===== config.mk =====
export PLATFORM = sky130hd
export DESIGN_NAME = onehot_demux_flat
export DESIGN_NICKNAME = d
export VERILOG_FILES = /design/src/rtl/onehot_demux_if.sv /design/src/rtl/onehot_demux.sv /design/src/flat_wrapper.sv
export SDC_FILE = /design/constraint.sdc
export NUM_CORES = 1
export LEC_CHECK = 0
export ABC_AREA = 0
export CORE_AREA = 2 2 65 67
export CTS_BUF_LIST = sky130_fd_sc_hd__clkbuf_8
export CTS_CLUSTER_SIZE = 10
export DETAILED_ROUTE_END_ITERATION = 8
export DIE_AREA = 0 0 67 69
export PLACE_DENSITY = 0.89
export SLEW_MARGIN = 5
export SYNTH_ARGS = -nofsm -noshare
export SYNTH_HDL_FRONTEND = slang
export SYNTH_SLANG_ARGS = --single-unit

===== constraint.sdc =====
create_clock -name clk -period 4.7 [get_ports clk]
set_input_delay 0.94 -clock clk [delete_from_list [all_inputs] [get_ports clk]]
set_output_delay 0.94 -clock clk [all_outputs]
set_load 0.01 [all_outputs]

===== src/rtl/onehot_demux_if.sv =====
`timescale 1ns/1ps
`default_nettype none
// ============================================================================
// Module      : onehot_demux_if
// Description : Stream bundle for the one-hot demultiplexer. One input
//               valid/ready stream carrying a one-hot destination select and
//               OUTPUTS independent valid/ready output channels.
//   in_data   : input beat payload
//   in_sel    : one-hot destination; bit OUTPUTS-1-i selects channel i
//   in_valid  : input beat valid
//   in_ready  : input beat accepted when in_valid && in_ready
//   out_data  : per-channel payload (unpacked, index = channel)
//   out_valid : per-channel valid
//   out_ready : per-channel ready
//   Modports  : master = producer/consumer side, slave = demux side
// Revision    : 1.0 - initial release
// ============================================================================
interface onehot_demux_if #(
    parameter int OUTPUTS = 4,
    parameter int WIDTH   = 8
);
    logic [WIDTH-1:0]   in_data;
    logic [OUTPUTS-1:0] in_sel;
    logic               in_valid;
    logic               in_ready;
    logic [WIDTH-1:0]   out_data [OUTPUTS];
    logic [OUTPUTS-1:0] out_valid;
    logic [OUTPUTS-1:0] out_ready;

    modport master (
        output in_data,
        output in_sel,
        output in_valid,
        input  in_ready,
        input  out_data,
        input  out_valid,
        output out_ready
    );

    modport slave (
        input  in_data,
        input  in_sel,
        input  in_valid,
        output in_ready,
        output out_data,
        output out_valid,
        input  out_ready
    );
endinterface
`default_nettype wire


===== src/rtl/onehot_demux.sv =====
`timescale 1ns/1ps
`default_nettype none
// ============================================================================
// Module      : onehot_demux
// Description : Registered one-hot demultiplexer. Steers one valid/ready
//               input stream to one of OUTPUTS output channels chosen by a
//               one-hot select travelling with each beat. Every channel owns
//               a one-entry holding register, so a stalled channel only
//               blocks beats addressed to it. Beats with an illegal select
//               (zero or several bits set) are consumed and counted.
// Ports       :
//   clk       : clock, rising edge
//   rst_n     : asynchronous active-low reset
//   bus       : onehot_demux_if.slave stream bundle
//   err_pulse : one-cycle pulse after an illegal beat was consumed
//   err_count : saturating count of illegal beats
// Revision    : 1.0 - initial release
// ============================================================================
module onehot_demux #(
    parameter int OUTPUTS   = 4,
    parameter int WIDTH     = 8,
    parameter int CNT_WIDTH = 8
) (
    input  wire logic                 clk,
    input  wire logic                 rst_n,
    onehot_demux_if.slave             bus,
    output logic                      err_pulse,
    output logic [CNT_WIDTH-1:0]      err_count
);

    localparam logic [OUTPUTS-1:0]   c_sel_one = OUTPUTS'(1);
    localparam logic [CNT_WIDTH-1:0] c_cnt_one = CNT_WIDTH'(1);
    localparam logic [CNT_WIDTH-1:0] c_cnt_max = {CNT_WIDTH{1'b1}};

    logic [OUTPUTS-1:0]   w_dest;     // select re-indexed by channel number
    logic [OUTPUTS-1:0]   w_valid;
    logic [OUTPUTS-1:0]   w_load;
    logic                 w_sel_ok;
    logic                 w_accept;
    logic                 w_illegal;
    logic                 r_err_pulse;
    logic [CNT_WIDTH-1:0] r_err_count;

    // Exactly one bit set: non-zero and clearing the lowest set bit leaves zero.
    assign w_sel_ok = (bus.in_sel != '0) &&
                      ((bus.in_sel & (bus.in_sel - c_sel_one)) == '0);

    // MSB of the select addresses channel 0, matching the one-hot mux.
    generate
        for (genvar i = 0; i < OUTPUTS; i++) begin : g_dest
            assign w_dest[i] = bus.in_sel[OUTPUTS-1-i];
        end
    endgenerate

    // With a legal select only one w_dest bit is set, so the reduction picks
    // the addressed channel: it can take a beat when empty or draining now.
    // Illegal selects are always accepted so they never stall the producer.
    assign bus.in_ready = !w_sel_ok || (|(w_dest & (~w_valid | bus.out_ready)));
    assign w_accept     = bus.in_valid && bus.in_ready && w_sel_ok;
    assign w_illegal    = bus.in_valid && !w_sel_ok;
    assign w_load       = w_accept ? w_dest : '0;

    generate
        for (genvar i = 0; i < OUTPUTS; i++) begin : g_chan
            logic             r_valid;
            logic [WIDTH-1:0] r_data;

            // A load wins over a drain, which gives full throughput when the
            // consumer takes the held beat on the same edge a new one arrives.
            // Data is only written on a load, so a stalled beat stays stable.
            always_ff @(posedge clk or negedge rst_n) begin
                if (!rst_n) begin
                    r_valid <= 1'b0;
                    r_data  <= '0;
                end else if (w_load[i]) begin
                    r_valid <= 1'b1;
                    r_data  <= bus.in_data;
                end else if (bus.out_ready[i]) begin
                    r_valid <= 1'b0;
                end
            end

            assign w_valid[i]      = r_valid;
            assign bus.out_data[i] = r_data;
        end
    endgenerate

    assign bus.out_valid = w_valid;

    always_ff @(posedge clk or negedge rst_n) begin
        if (!rst_n) begin
            r_err_pulse <= 1'b0;
            r_err_count <= '0;
        end else begin
            r_err_pulse <= w_illegal;
            if (w_illegal && (r_err_count != c_cnt_max)) begin
                r_err_count <= r_err_count + c_cnt_one;
            end
        end
    end

    assign err_pulse = r_err_pulse;
    assign err_count = r_err_count;

endmodule
`default_nettype wire


===== src/flat_wrapper.sv =====
// flat-port wrapper written by rule: the top's interface ports become plain ports
module onehot_demux_flat 
#(
    parameter int OUTPUTS   = 4,
    parameter int WIDTH     = 8,
    parameter int CNT_WIDTH = 8
)
  (clk, rst_n, err_pulse, err_count, bus_in_data, bus_in_sel, bus_in_valid, bus_in_ready, bus_out_data, bus_out_valid, bus_out_ready);
  onehot_demux_if #(.OUTPUTS(OUTPUTS), .WIDTH(WIDTH)) bus_i ();
  input  wire logic clk;
  input  wire logic rst_n;
  output logic err_pulse;
  output logic [CNT_WIDTH-1:0] err_count;
  input wire logic [$bits(bus_i.in_data)-1:0] bus_in_data;
  input wire logic [$bits(bus_i.in_sel)-1:0] bus_in_sel;
  input wire logic [$bits(bus_i.in_valid)-1:0] bus_in_valid;
  output wire logic [$bits(bus_i.in_ready)-1:0] bus_in_ready;
  output wire logic [$bits(bus_i.out_data)-1:0] bus_out_data;
  output wire logic [$bits(bus_i.out_valid)-1:0] bus_out_valid;
  input wire logic [$bits(bus_i.out_ready)-1:0] bus_out_ready;
  assign bus_i.in_data = bus_in_data;
  assign bus_i.in_sel = bus_in_sel;
  assign bus_i.in_valid = bus_in_valid;
  assign bus_in_ready = bus_i.in_ready;
  assign bus_out_data = {>>{bus_i.out_data}};
  assign bus_out_valid = bus_i.out_valid;
  assign bus_i.out_ready = bus_out_ready;
  onehot_demux #(.OUTPUTS(OUTPUTS), .WIDTH(WIDTH), .CNT_WIDTH(CNT_WIDTH)) u_core (.clk(clk), .rst_n(rst_n), .bus(bus_i), .err_pulse(err_pulse), .err_count(err_count));
endmodule

* Word-level counts from Yosys, hierarchy flattened
Cells that the tools add are included.
** Operators by class
- Add/sub/neg operators :: 2
- Multipliers :: 0
- Divide/modulo/power cells :: 0
- Magnitude comparators :: 0
- Eq/ne operators :: 1
- Shift operators :: 0
- Muxes and demuxes :: 9
- Bitwise operators :: 4
- Reduce and logical (&&, ||, !) cells :: 14
** Operators by type and width (number)
- adder 8 x 1 -> 8 bit, second input constant :: 1
- bitwise AND 4 bit :: 2
- 2-to-1 mux 1 bit :: 8
- inequality test 8 bit, second input constant :: 1
- nonzero test 2 bit :: 4
- logical AND 1 bit :: 5
- zero test 4 bit :: 1
- 2-to-1 mux 4 bit :: 1
- inverter 4 bit :: 1
- bitwise OR 4 bit :: 1
- nonzero test 4 bit :: 1
- OR reduction 4 bit :: 1
- subtractor 4 x 1 -> 4 bit, second input constant :: 1
- zero test 1 bit :: 1
- logical OR 1 bit :: 1
** Storage, ports and cells
- Register bits :: 45
- Bits in latches :: 0
- Bits in writable memories :: 0
- ROM bits :: 0
- Input port bits :: 19
- Output and inout port bits :: 46
- Logic and storage cells :: 40
- Memories :: 0

* Depth between registers and ports, before layout
Gate-level depths: netlist of the first run.
- Depth after elaboration :: 10
- Mapped depth :: 5
- Depth with buffers taken out :: 5

* Worst setup path before layout of the first run
Ideal clock, no wire load.
- Path type :: input-to-output
- Start point :: in bus_out_ready[0]
- End point :: out bus_in_ready
- Arrival time :: 2001 ps
- Required time :: 3760 ps
- Setup slack :: 1759 ps
- Stages :: 3
- Buffers on the path :: 0
- Cells stage by stage :: nand2b_1 -> a22oi_1 -> nand3b_1
** On the way
- Longest elaborated chain between the ends :: 4
** Ends and longest elaborated chain
- start, declared :: RTL line flat_wrapper.sv:20 : input wire logic [$bits(bus_i.out_ready)-1:0] bus_out_ready;
- bitwise OR 4 bit :: RTL line onehot_demux.sv:58 : assign bus.in_ready = !w_sel_ok || (|(w_dest & (~w_valid | bus.out_ready)));
- bitwise AND 4 bit :: RTL line onehot_demux.sv:58
- OR reduction 4 bit :: RTL line onehot_demux.sv:58
- logical OR 1 bit :: RTL line onehot_demux.sv:58
- end, declared :: RTL line flat_wrapper.sv:17 : output wire logic [$bits(bus_i.in_ready)-1:0] bus_in_ready;
No other way between the ends.

* Worst setup path after layout of the first run
- Start point :: in bus_in_sel[3]
- End point :: out bus_in_ready
** On the way
- Longest elaborated chain between the ends :: 6
- Elaborated cells on any way between the ends :: 9
- Those cells by class :: add/sub (1); bitwise (2); reduce/logical (6)
** Ends and longest elaborated chain
- start, declared :: RTL line flat_wrapper.sv:15 : input wire logic [$bits(bus_i.in_sel)-1:0] bus_in_sel;
- subtractor 4 x 1 -> 4 bit :: RTL line onehot_demux.sv:46 : ((bus.in_sel & (bus.in_sel - c_sel_one)) == '0);
- bitwise AND 4 bit :: RTL line onehot_demux.sv:46
- zero test 4 bit :: RTL line onehot_demux.sv:46
- logical AND 1 bit :: RTL line onehot_demux.sv:45 : assign w_sel_ok = (bus.in_sel != '0) &&
- zero test 1 bit :: RTL line onehot_demux.sv:58
- logical OR 1 bit * :: RTL line onehot_demux.sv:58
Every way passes the cells marked *; elsewhere a longest branch is shown, timed or not.

==> flow_summary.json, run 1 <==
{
  "routed_via_density": 5.25,
  "cts-root-buf": "clkbuf_8",
  "critPathArrivalTime_ns": 3.12,
  "path_max_fanout": 5,
  "worstSetupPathType": "in2out",
  "synth_area_per_cell_um2": 14.1,
  "rsz0062_at_grt": "no",
  "grt_max_degree": 46,
  "critPathLaunchType": "input pin",
  "skew_ns": 0.00226,
  "slew_headroom_pct": 36.0,
  "cts_resized": 0,
  "maxSlewViolCount": 0,
  "max_clock_freq_mhz": 247,
  "core_um2": 3910,
  "dieArea_um2": 4620,
  "critical_path.max_stage_delay_ns": 0.64,
  "power_mw": 1.29,
  "rows": 23,
  "hold_class": "reg2reg",
  "drtPass1Iterations": 4,
  "powerDensity_nw_per_um2": 478,
  "drive_gt1_share_pct": 23.7,
  "die_h_um": 69,
  "track_usage_pct": 21.1,
  "initial_core_util_pct": 49.7,
  "most-common-layout-cells": "clkdlybuf4s50_1, dfrtp_1, mux2_2",
  "period_needed_ns": 4.06,
  "holdPathStages": 1,
  "cts_made_buffers": 5,
  "max_cap_viol_count": 0,
  "layout_commonest_cell": "clkdlybuf4s50_1",
  "place_congestion": 0.833,
  "ant_nets": 0,
  "drtIter0Drc": 29,
  "synth_cell_types": 26,
  "dp_hpwl_mm": 3.31,
  "grt_pass1_vias": 1502,
  "antennaDiodeCount": 0,
  "portBuffers": 64,
  "antenna_found_initial": 0,
  "htreeDepth": 2,
  "ctsHoldBuffers": 0,
  "clockBufferDepth": 2,
  "fillers": 286,
  "synth_fp_nets": 158,
  "critical_path.most_common_cell": "clkdlybuf4s50_1",
  "cp_cell_sequence": "clkdlybuf4s50_1 -> xor2_1 -> a211oi_2 -> nand3b_1 -> clkdlybuf4s50_1",
  "setup_viol": 0,
  "cts_tree": "built",
  "min_period_over_period_pct": 86.3,
  "drc_errors": 0,
  "postCtsSetupBuffers": 0,
  "clk_pin_slew_ns": 0.07,
  "yosys_warnings": 0,
  "clkLatencyLatePin_ns": 0.29,
  "die_w_um": 67,
  "synthCells": 138,
  "hold_violations": 0,
  "ys_seq_area_share_pct": 57.9,
  "cp_slowest_cell": "a211oi_2",
  "p_leak_nw": 1.14,
  "critPathCaptureType": "primary output",
  "worstMarginPinSlew_ns": 0.959,
  "layout.nets": 226,
  "dp_cells": 249,
  "area_growth_pct": 39.0,
  "via_count": 1350,
  "synth_area_um2": 1950,
  "synthTopCellsByArea": "dfrtp_1, mux2_2, a211oi_4",
  "routed_wl_mm": 4.41,
  "final_cells": 257,
  "finalSetupTns_ns": 0,
  "yosys.area.top_type_share_pct": 57.9,
  "synth_seq_cells": 45,
  "grt_pass1_wl_mm": 7.27,
  "r2r_cells": 4,
  "whs_ns": 0.512,
  "ios": 65,
  "overflow": 0,
  "clkSinkCount": 45,
  "synth_top_area_cell": "dfrtp_1",
  "cp.required_ns": 3.76,
  "wire_per_inst_um": 17.1,
  "vdd_drop_max_mv": 0.370,
  "status": "finished clean"
}
==> state kept, by name, summed over array words and instances, names as in the netlist <==
| name | cells |
|---|---|
| u_core.err_pulse | 1 |
| u_core.g_chan.r_data | 32 |
| u_core.g_chan.r_valid | 4 |
| u_core.err_count | 8 |
==> per-layer routing <==
layer | wire length (um) | track usage (%) | vias up | share of wire, %
met4 | 151 | 12.7 | 0 | 3.4
met2 | 2380 | 35.8 | 40 | 54
met1 | 1690 | 24.3 | 675 | 38
li1 | - | - | 619 | -
met5 | 0 | 0 | - | 0
met3 | 182 | 3.43 | 16 | 4.1
==> Yosys cell counts <==
cell,n
a41oi_1,1
nand2_1,8
nand3b_1,2
inv_1,6
buf_4,4
a21o_1,4
a211oi_4,4
nand4_1,1
mux2_2,34
and2b_1,1
dfrtp_1,45
nand4b_1,1
a22oi_1,2
a21oi_1,3
xnor2_1,3
nor3_1,1
nand3_1,2
nor2_1,3
or3b_1,1
nor4b_1,2
nand2b_1,4
a2111oi_2,1
and2_1,1
a211oi_2,1
xor2_1,2
ha_1,1
==> worst max-delay path: cells and delay by family <==
kind	cells	cell delay, ns
buf+inv	2	1.08
compound gates	1	0.64
xor+xnor	1	0.24
simple gates	1	0.21
==> final timing paths <==
kind,startpoint,end,slack [ns]
min in group asynchronous,rst_n,u_core.g_chan[1].r_data[7]$_DFFE_PN0P_,0.80
max reg2reg,u_core.g_chan[0].r_valid$_DFFE_PN0P_,u_core.g_chan[3].r_data[7]$_DFFE_PN0P_,2.75
max,bus_in_sel[3],bus_in_ready,0.64
min reg2reg,u_core.g_chan[0].r_data[7]$_DFFE_PN0P_,u_core.g_chan[0].r_data[7]$_DFFE_PN0P_,0.51
max in group asynchronous,rst_n,u_core.err_count[6]$_DFFE_PN0P_,3.31
min,u_core.g_chan[0].r_data[7]$_DFFE_PN0P_,u_core.g_chan[0].r_data[7]$_DFFE_PN0P_,0.51
==> cell families after synthesis <==
kind of cell,Yosys count,synth area share [%]
adder cells (fa/ha/maj),1,0.643
XOR/XNOR,5,2.25
AO/OA/AOI/OAI,16,9.07
multiplexers,34,19.7
buffers and inverters,10,2.70
flip-flops,45,57.9
AND/OR/NAND/NOR,27,7.78
==> final cells by class <==
type                            instances  area (um^2)  area share (%)
Sequential cell                        45         1130            41.6
Multi-Input combinational cell         83          767            28.4
Timing Repair Buffer                   65          643            23.8
Clock buffer                            5         68.8            2.55
Tap cell                               50         62.6            2.31
Inverter                                6         22.5           0.833
Clock inverter                          3         13.8           0.509
==> power by group <==
group | internal (mW) | total (mW) | switching, mW
registers | 0.502 | 0.587 | 0.0852
logic | 0.301 | 0.487 | 0.185
clock network | 0.101 | 0.219 | 0.118
==> metrics by stage <==
stage | area [um^2] | setup slack (ns) | utilization, %
floorplan | 1950 | 1.76 | -
finish | 2700 | 0.645 | 69.1
detailed placement | 2620 | 0.671 | 67.0
CTS | 2700 | 0.664 | 69.1
global route | 2700 | 0.563 | 69.1
global placement | 2620 | 0.791 | 67.0
Note: power is estimated with default switching activity, not from simulation.
==> run 2, diff against run 1 <==
Settings changed: CTS_BUF_LIST sky130_fd_sc_hd__clkbuf_8 to sky130_fd_sc_hd__clkbuf_4 sky130_fd_sc_hd__clkbuf_8.
==> run 2 against run 1 <==
Effect of this change:
- count of clock-buffer cells in the layout rose by 1
- critical path depth did not move
- largest power group unchanged
- hold slack did not move
- sequential power barely moved
==> flow_summary.json, run 2 (synthesized netlist as in run 1, its figures left out) <==
{
  "cts-root-buf": "clkbuf_8",
  "initial_core_util_pct": 49.7,
  "cp_cell_sequence": "clkdlybuf4s50_1 -> xor2_1 -> a211oi_2 -> nand3b_1 -> clkdlybuf4s50_1",
  "grt_pass1_wl_mm": 7.27,
  "portBuffers": 64,
  "r2r_setup_slack_ns": 2.75,
  "cts_made_buffers": 5,
  "layout.nets": 226,
  "power_mw": 1.30,
  "track_usage_pct": 21.1,
  "area_growth_pct": 39.2,
  "critPathLaunchType": "input pin",
  "hold_class": "reg2reg",
  "slew_headroom_pct": 36.0,
  "cts_tree": "built",
  "critPathArrivalTime_ns": 3.12,
  "cp.required_ns": 3.76,
  "antenna_found_initial": 0,
  "clk_pin_slew_ns": 0.07,
  "wire_per_inst_um": 17.1,
  "vdd_drop_max_mv": 0.370,
  "clkLatencyLatePin_ns": 0.29,
  "rows": 23,
  "routed_wl_mm": 4.41,
  "overflow": 0,
  "core_um2": 3910,
  "grt_pass1_vias": 1502,
  "die_w_um": 67,
  "r2r_cells": 4,
  "critical_path.most_common_cell": "clkdlybuf4s50_1",
  "drtPass1Iterations": 4,
  "rsz0062_at_grt": "no",
  "htreeDepth": 2,
  "clkSinkCount": 45,
  "ctsHoldBuffers": 0,
  "max_cap_viol_count": 0,
  "max_clock_freq_mhz": 247,
  "place_congestion": 0.833,
  "postCtsSetupBuffers": 0,
  "drtIter0Drc": 29,
  "worstSetupPathType": "in2out",
  "dp_hpwl_mm": 3.31,
  "ant_nets": 0,
  "drive_gt1_share_pct": 24.2,
  "min_period_over_period_pct": 86.3,
  "antennaDiodeCount": 0,
  "reg2reg_from": "u_core.g_chan[0].r_valid$_DFFE_PN0P_",
  "setup_viol": 0,
  "via_count": 1350,
  "holdPathStages": 1,
  "largest_reg_flops": 32,
  "powerDensity_nw_per_um2": 480,
  "maxSlewViolCount": 0,
  "ios": 65,
  "cp_slowest_cell": "a211oi_2",
  "path_max_fanout": 5,
  "finalSetupTns_ns": 0,
  "worstMarginPinSlew_ns": 0.959,
  "die_h_um": 69,
  "drc_errors": 0,
  "layout_commonest_cell": "clkdlybuf4s50_1",
  "regMostFlops": "u_core.g_chan.r_data",
  "critical_path.max_stage_delay_ns": 0.64,
  "clockBufferDepth": 2,
  "cts_resized": 0,
  "r2r-end": "u_core.g_chan[3].r_data[7]$_DFFE_PN0P_",
  "p_leak_nw": 1.14,
  "most-common-layout-cells": "clkdlybuf4s50_1, dfrtp_1, mux2_2",
  "period_needed_ns": 4.06,
  "holdPathEnd": "u_core.g_chan[0].r_data[7]$_DFFE_PN0P_",
  "dieArea_um2": 4620,
  "status": "finished clean",
  "grt_max_degree": 46,
  "min_from": "u_core.g_chan[0].r_data[7]$_DFFE_PN0P_",
  "hold_violations": 0,
  "skew_ns": 0.00226,
  "critPathCaptureType": "primary output",
  "routed_via_density": 5.25
}
## run 2: critical path: cells and delay by family
kind | cells | cell delay [ns]
compound gates | 1 | 0.64
xor+xnor | 1 | 0.24
simple gates | 1 | 0.21
buf+inv | 2 | 1.08
## run 2: stage by stage
stage	area (um^2)	std cells	setup WS (ns)	utilization, %	hold WS, ns
3_5_place_dp	2620	249	0.671	67.0	0.495
5_1_grt	2710	257	0.563	69.2	0.526
6_report	2710	257	0.645	69.2	0.512
3_3_place_gp	2620	249	0.791	67.0	0.483
4_1_cts	2710	257	0.664	69.2	0.512
2_1_floorplan	1950	138	1.76	-	0.474
## run 2: where the power goes
| part | internal (mW) | switching [mW] | total [mW] |
|---|---|---|---|
| clock | 0.109 | 0.118 | 0.227 |
| sequential | 0.502 | 0.0852 | 0.587 |
| combinational | 0.301 | 0.185 | 0.487 |
## run 2: per-layer routing
layer  track usage, %  vias up  routed length, um
li1                 -      619                  -
met1             24.3      675               1690
met2             35.8       40               2380
met3             3.43       16                182
met4             12.7        0                151
met5                0        -                  0
## run 2: worst max path at each step
stage / start / depth (start not counted) / endpoint
floorplan: bus_out_ready[0] / 3 / bus_in_ready
global placement: bus_in_sel[3] / 5 / bus_in_ready
detailed placement: bus_in_sel[3] / 5 / bus_in_ready
CTS: bus_in_sel[3] / 5 / bus_in_ready
global route: bus_in_sel[3] / 5 / bus_in_ready
finish: bus_in_sel[3] / 5 / bus_in_ready
## run 2: area by class of cell
type                    count  area, um^2
well taps                  50        62.6
fillers                   286        1210
clock buffers               6        76.3
flip-flops and latches     45        1130
repair buffers             65         643
clock inverters             2        10.0
inverters                   6        22.5
multi-input cells          83         767
